`config.mk`:
```
export PLATFORM = sky130hd
export DESIGN_NAME = image_load_sequencer
export DESIGN_NICKNAME = d
export VERILOG_FILES = /design/src/rtl/image_load_sequencer.sv
export SDC_FILE = /design/constraint.sdc
export NUM_CORES = 1
export LEC_CHECK = 0
export CAP_MARGIN = 20
export CORE_ASPECT_RATIO = 1.2
export CORE_MARGIN = 3
export CORE_UTILIZATION = 40
export DETAILED_ROUTE_END_ITERATION = 10
export GPL_ROUTABILITY_DRIVEN = 0
export PLACE_DENSITY = 0.85
export RECOVER_POWER = 100
export SLEW_MARGIN = 20
export SYNTH_ARGS = -nofsm -noshare
export SYNTH_HDL_FRONTEND = slang
export SYNTH_SLANG_ARGS = --single-unit
export TNS_END_PERCENT = 1
```
`constraint.sdc`:
```
create_clock -name clk -period 2.2 [get_ports clk]
set_input_delay 0.66 -clock clk [delete_from_list [all_inputs] [get_ports clk]]
set_output_delay 0.66 -clock clk [all_outputs]
set_load 0.02 [all_outputs]
```
`src/rtl/image_load_sequencer.sv`:
```
// Image load sequencer: reads BLOCKS_PER_IMAGE consecutive 512-byte SD blocks
// for the selected image slot and reports completion.
// Optional macro LOAD_TIMEOUT_EN adds a WAIT_DATA watchdog that aborts a
// stalled load with a one-cycle error pulse.
module image_load_sequencer #(
    parameter int unsigned BLOCKS_PER_IMAGE = 450,
    parameter logic [31:0] IMAGE_STRIDE     = 32'h00010000,
    parameter int unsigned TIMEOUT_CYCLES   = 1000000
) (
    input  logic        clk,
    input  logic        reset,
    input  logic [3:0]  image_select,
    input  logic        load_req,
    input  logic        sd_ready,
    input  logic        sd_data_valid,
    output logic        sd_read_block,
    output logic [31:0] sd_block_addr,
    output logic        busy,
    output logic        done,
    output logic [8:0]  block_idx,
    output logic [8:0]  byte_idx,
    output logic [1:0]  loaded_slot,
    output logic        error
);

    localparam logic [8:0] LAST_BLOCK = 9'(BLOCKS_PER_IMAGE - 1);
    localparam logic [8:0] LAST_BYTE  = 9'd511;

    typedef enum logic [2:0] {
        IDLE,
        ISSUE,
        WAIT_DATA,
        NEXT,
        DONE
    } state_t;

    state_t      state_q, state_d;
    logic [1:0]  slot_q, slot_d;
    logic [8:0]  block_idx_q, block_idx_d;
    logic [8:0]  byte_idx_q, byte_idx_d;
    logic [31:0] addr_q, addr_d;
    logic [1:0]  loaded_slot_q, loaded_slot_d;
    logic        read_q, read_d;
    logic        busy_q, busy_d;
    logic        done_q, done_d;
    logic        error_q, error_d;
    logic [1:0]  sel_slot;

`ifdef LOAD_TIMEOUT_EN
    localparam logic [31:0] TIMEOUT_LAST = 32'(TIMEOUT_CYCLES - 1);
    logic [31:0] tmo_q, tmo_d;
`else
    logic unused_timeout;
    assign unused_timeout = ^32'(TIMEOUT_CYCLES);
`endif

    // Out-of-range selections fall back to slot 0
    assign sel_slot = (image_select < 4'd4) ? image_select[1:0] : 2'd0;

    function automatic logic [31:0] addr_of(input logic [1:0] slot, input logic [8:0] blk);
        return (32'(slot) * IMAGE_STRIDE) + 32'(blk);
    endfunction

    // Next-state and registered-output computation
    always_comb begin
        state_d       = state_q;
        slot_d        = slot_q;
        block_idx_d   = block_idx_q;
        byte_idx_d    = byte_idx_q;
        addr_d        = addr_q;
        loaded_slot_d = loaded_slot_q;
        read_d        = 1'b0;
        done_d        = 1'b0;
        error_d       = 1'b0;
`ifdef LOAD_TIMEOUT_EN
        tmo_d         = tmo_q;
`endif
        case (state_q)
            IDLE: begin
                if (load_req || (sel_slot != loaded_slot_q)) begin
                    slot_d      = sel_slot;
                    block_idx_d = 9'd0;
                    byte_idx_d  = 9'd0;
                    addr_d      = addr_of(sel_slot, 9'd0);
                    state_d     = ISSUE;
                end
            end
            ISSUE: begin
                if (sd_ready) begin
                    read_d  = 1'b1;
                    state_d = WAIT_DATA;
`ifdef LOAD_TIMEOUT_EN
                    tmo_d   = 32'd0;
`endif
                end
            end
            WAIT_DATA: begin
                if (sd_data_valid) begin
`ifdef LOAD_TIMEOUT_EN
                    tmo_d = 32'd0;
`endif
                    if (byte_idx_q == LAST_BYTE) begin
                        byte_idx_d = 9'd0;
                        state_d    = NEXT;
                    end else begin
                        byte_idx_d = byte_idx_q + 9'd1;
                    end
                end
`ifdef LOAD_TIMEOUT_EN
                else if (tmo_q == TIMEOUT_LAST) begin
                    error_d = 1'b1;
                    state_d = IDLE;
                end else begin
                    tmo_d = tmo_q + 32'd1;
                end
`endif
            end
            NEXT: begin
                if (block_idx_q == LAST_BLOCK) begin
                    done_d        = 1'b1;
                    loaded_slot_d = slot_q;
                    state_d       = DONE;
                end else begin
                    block_idx_d = block_idx_q + 9'd1;
                    addr_d      = addr_of(slot_q, block_idx_q + 9'd1);
                    state_d     = ISSUE;
                end
            end
            DONE: begin
                state_d = IDLE;
            end
            default: begin
                state_d = IDLE;
            end
        endcase
        busy_d = (state_d == ISSUE) || (state_d == WAIT_DATA) || (state_d == NEXT);
    end

    // State and output registers, synchronous reset
    always_ff @(posedge clk) begin
        if (reset) begin
            state_q       <= IDLE;
            slot_q        <= 2'd0;
            block_idx_q   <= 9'd0;
            byte_idx_q    <= 9'd0;
            addr_q        <= 32'd0;
            loaded_slot_q <= 2'd0;
            read_q        <= 1'b0;
            busy_q        <= 1'b0;
            done_q        <= 1'b0;
            error_q       <= 1'b0;
`ifdef LOAD_TIMEOUT_EN
            tmo_q         <= 32'd0;
`endif
        end else begin
            state_q       <= state_d;
            slot_q        <= slot_d;
            block_idx_q   <= block_idx_d;
            byte_idx_q    <= byte_idx_d;
            addr_q        <= addr_d;
            loaded_slot_q <= loaded_slot_d;
            read_q        <= read_d;
            busy_q        <= busy_d;
            done_q        <= done_d;
            error_q       <= error_d;
`ifdef LOAD_TIMEOUT_EN
            tmo_q         <= tmo_d;
`endif
        end
    end

    assign sd_read_block = read_q;
    assign sd_block_addr = addr_q;
    assign busy          = busy_q;
    assign done          = done_q;
    assign block_idx     = block_idx_q;
    assign byte_idx      = byte_idx_q;
    assign loaded_slot   = loaded_slot_q;
    assign error         = error_q;

endmodule

```
After elaboration in Yosys (flattened, before gate mapping)
Index checks and enable logic that the tools add are counted.
- equality and inequality tests: 12
- bitwise gates (word level): 2
- add/sub/neg operators: 3
- reduce and logical (&&, ||, !) cells: 12
- muxes and demuxes: 18
- $lt $le $gt $ge: 1
- operator list (operator ; count):
    $mux 32 ; 2
    $pmux 32 s2 ; 1
    $mux 9 ; 4
    $pmux 9 s2 ; 2
    $add 18x9->19 ; 1
    $add 9x1->9 const B ; 2
    $eq 9x9->1 const B ; 2
    $mux 3 ; 5
    $eq 3x2->1 const B ; 4
    $pmux 3 s4 ; 1
    $eq 3x1->1 const B ; 2
    $ne 2x2->1 const B ; 3
    $reduce_and 3->1 ; 2
    $lt 4x3->1 const B ; 1
    $reduce_and 2->1 ; 2
    $reduce_bool 2->1 ; 2
    $reduce_or 2->1 ; 2
    $logic_not 3->1 ; 1
    $logic_or 1x1->1 ; 3
    $mux 1 ; 2
    $mux 2 ; 1
    $ne 2x2->1 ; 1
    $not 1->1 ; 2
- word-level logic and storage cells: 57
- register bits after elaboration: 60
- output and inout bits: 56
- bits of input ports: 9

Logic depth before layout (Yosys ltp)
- depth after elaboration: 9
- gate-level depth with buffers: 10
- mapped depth without buffers: 10

Least setup slack after synthesis
OpenSTA, ideal clock, no wires.
- kind: register to register
- start: register byte_idx_q[0], in the netlist byte_idx[0]
- end: register byte_idx_q[7], in the netlist byte_idx[7]
- buffers on the path: 0
- data arrival time: 2.280 ns
- slack: -0.155 ns
- clock period less this slack: 2.355 ns
- library setup time: 0.074 ns
- cell stages (with the launch flop): 10
- cell sequence: dfxtp_1 ha_1 nand3_1 or2_2 nor2_1 ha_1 nor4b_2 nand2_1 or3_1 a31oi_1
- word-level cells in the longest chain between the ends: 4
- RTL lines (item ; RTL line ; source):
    start, declared ; 40 ; logic [8:0] byte_idx_q, byte_idx_d;
    start signal, assigned ; 159 ; byte_idx_q <= byte_idx_d;
    $add 9x1->9 / $eq 9x9->1 (equally long branches) ; 106, 102 ;
    $mux 9 * ; 102 ; if (byte_idx_q == LAST_BYTE) begin
    $mux 9 * ; 98 ; if (sd_data_valid) begin
    $pmux 9 s2 * ; 78 ; case (state_q)
Every way passes the cells marked *; elsewhere a longest branch is shown, timed or not. The select of a mux whose other input is x is not followed.
A chain may end at the register's enable or synchronous reset.

Worst setup path in the final report
- start: register byte_idx_q[2], in the netlist byte_idx[2]
- end: output port byte_idx[2]
- RTL lines (item ; RTL line ; source):
    end, declared ; 21 ; output logic [8:0] byte_idx,
No word-level cell between the ends.

==> flow_summary.json <==
{
  "crit_path_start_kind": "register",
  "ys_seq_area_share_pct": 35.1,
  "firstDrtPassIters": 4,
  "start_util_pct": 42.4,
  "grt-busiest-layer": "met2",
  "p_per_area_mw_per_mm2": 558,
  "routed_via_density": 5.01,
  "post-place-cells": 301,
  "track_usage_pct": 17.1,
  "ff_latch_area_um2": 602,
  "multi_input_area_um2": 950,
  "required_ps": 1540,
  "num_antenna_cells": 0,
  "num_vias": 1588,
  "slew_violations": 0,
  "tns_ps": 0,
  "critical_path_peak_fanout": 6,
  "grt_overflow": 0,
  "synth_edf_count": 0,
  "drive_gt1_share_pct": 19.4,
  "final-setup-viol-count": 0,
  "cap_viol_max_count": 0,
  "ant_nets": 0,
  "ir_drop_uv": 267,
  "groute.layer.met1.usage_pct": 18.1,
  "coreArea_mm2": 0.00404,
  "clock_power_share_pct": 39.5,
  "rows": 25,
  "area_growth_pct": 38.8,
  "grt_max_degree": 11,
  "first_iter_violations": 46,
  "grt_use_met2_pct": 29.6,
  "min_path_type": "register to register",
  "finalHoldViolations": 0,
  "synth.avg_cell_area_um2": 8.46,
  "grt_pass1_vias": 1527,
  "p_int_w": 0.000971,
  "wire_per_inst_um": 13.6,
  "h-tree-depth": 2,
  "cts_tree": "built",
  "cp.arrival_ps": 1460,
  "hp-start": "byte_idx[8]",
  "fillCellCount": 341,
  "yosys_warnings": 0,
  "cp-startpoint": "byte_idx[2]",
  "cts_sinks": 30,
  "wl_um": 4310,
  "syn_area_mm2": 0.00171,
  "clock_skew_ps": 8.88,
  "slew_headroom_pct": 66.3,
  "power.leakage_nw": 1.01,
  "r2r-start": "byte_idx[1]",
  "synth_ff_type": "dfxtp_1",
  "dieArea_mm2": 0.00510,
  "synthCells": 202,
  "use_met3_pct": 4.20,
  "clock_latency_ps": 290,
  "clockBufferDepth": 2,
  "die_height_um": 77.6,
  "final_core_util_pct": 58.8,
  "cts_made_buffers": 5,
  "place_area_mm2": 0.00218,
  "ys_seq_elements": 30,
  "crit_path_end_kind": "output pin",
  "critPathBufInv": 1,
  "synthDistinctLibCells": 42,
  "worst_pin_slew_ps": 502,
  "die_w_um": 65.7,
  "nets": 275,
  "slowest_delay_ps": 720,
  "clkTransAtPathRegs_ps": 70,
  "status": "completed",
  "design_area_mm2": 0.00237,
  "period_share_pct": 96.2,
  "io_pins": 65,
  "crit_slowest_cell": "dlygate4sd3_1",
  "switching_share_pct": 26.7,
  "final_cells": 317,
  "grt_pass1_wl_um": 6760,
  "period_minus_slack_ps": 2120,
  "dp_hpwl_um": 3010,
  "antenna_found_initial": 0,
  "cts_hold_buffers": 0,
  "power.switching_w": 0.000354,
  "setup_ws_ps": 82.6,
  "critical_path_class": "register to output pin",
  "portBuffers": 42,
  "clock.fmax_mhz": 472,
  "path_cells": "dlygate4sd3_1",
  "path_delay_family": "buffers and inverters",
  "place_ws_ps": -475,
  "synthArstFlopShare_pct": 0,
  "root_buffer": "clkbuf_8",
  "drc_errors": 0,
  "seq_power_share_pct": 43.1,
  "p_comb_share_pct": 17.4
}
## logic make-up after synthesis
family / after synthesis / share of synthesized area, %
compound gates: 34 / 12.8
xor+xnor: 5 / 2.56
fa+ha+maj: 4 / 2.93
buf+inv: 43 / 17.5
flops: 30 / 35.1
mux: 7 / 4.17
other cells: 1 / 0.219
simple gates: 78 / 24.7
## timing repair
action,in CTS,in global routing
buffers inserted,7,1
resized for setup,5,10
pin swaps,3,4
setup endpoints to repair,9,22
## synthesized netlist by cell type, types with 3 or more instances
cell	count	area, um^2
o31ai_1	3	22.5
a31oi_1	7	43.8
nor3_1	7	35.0
a21oi_1	12	60.1
buf_4	32	240
mux2i_1	6	60.1
dfxtp_1	30	601
nor2b_1	3	18.8
nand3_1	15	75.1
xnor2_1	3	26.3
ha_1	4	50.1
o21ai_0	4	20.0
nor2_1	19	71.3
nand2_1	10	37.5
nand4b_1	3	26.3
nand4_1	3	18.8
clkbuf_1	3	11.3
inv_1	4	15.0
## flip-flops by register name (all words and copies together), names as in the netlist
name and count:
block_idx 8, busy 1, byte_idx 9, done 1, loaded_slot 2, sd_block_addr 3
sd_read_block 1, slot_q 2, state_q 3
## area by class of cell
type | instances | area share (%)
Multi-Input combinational cell | 150 | 40.0
Timing Repair Buffer | 71 | 26.5
Sequential cell | 30 | 25.4
Clock buffer | 8 | 4.64
Tap cell | 54 | 2.85
Inverter | 4 | 0.633
## metrics by stage
step                total power, W  hold WS, ps
finish                     0.00132          513
CTS                        0.00134          515
global route               0.00138          536
detailed placement        0.000807          505
floorplan                 0.000741          486
global placement          0.000802          489
## metal layers
metal | routed length (um) | vias up
met3 | 234 | 12
met1 | 1680 | 732
met2 | 2270 | 61
met5 | 0 | -
met4 | 128 | 0
li1 | - | 783
## worst paths after layout
| kind | slack (ps) | to | depth (start not counted) |
|---|---|---|---|
| max | 80 | byte_idx[2] | 1 |
| min | 510 | byte_idx[8] | 2 |
| max reg2reg | 120 | byte_idx[3] | 12 |
| min reg2reg | 510 | byte_idx[8] | 2 |
## power by group through the flow
stage	clock network, W	registers (W)	logic [W]
2_1_floorplan	0	0.000589	0.000152
3_3_place_gp	0	0.000583	0.000220
3_5_place_dp	0	0.000583	0.000223
4_1_cts	0.000534	0.000571	0.000234
5_1_grt	0.000551	0.000573	0.000252
6_report	0.000523	0.000571	0.000231
## cell usage in the layout (no fill, tap or decap), types with 3 or more instances in the layout
master / count
nand4b_1: 3
a31oi_1: 7
dfxtp_1: 29
nor2b_1: 3
nand2_1: 10
inv_1: 4
conb_1: 22
dlygate4sd3_1: 30
a21oi_1: 12
nand4_1: 3
clkdlybuf4s50_1: 9
mux2i_1: 6
clkbuf_8: 8
nor3_1: 7
buf_4: 26
nor2_1: 18
nand3_1: 13
o31ai_1: 3
o21ai_0: 4
Note: power is estimated with default switching activity, not from simulation.
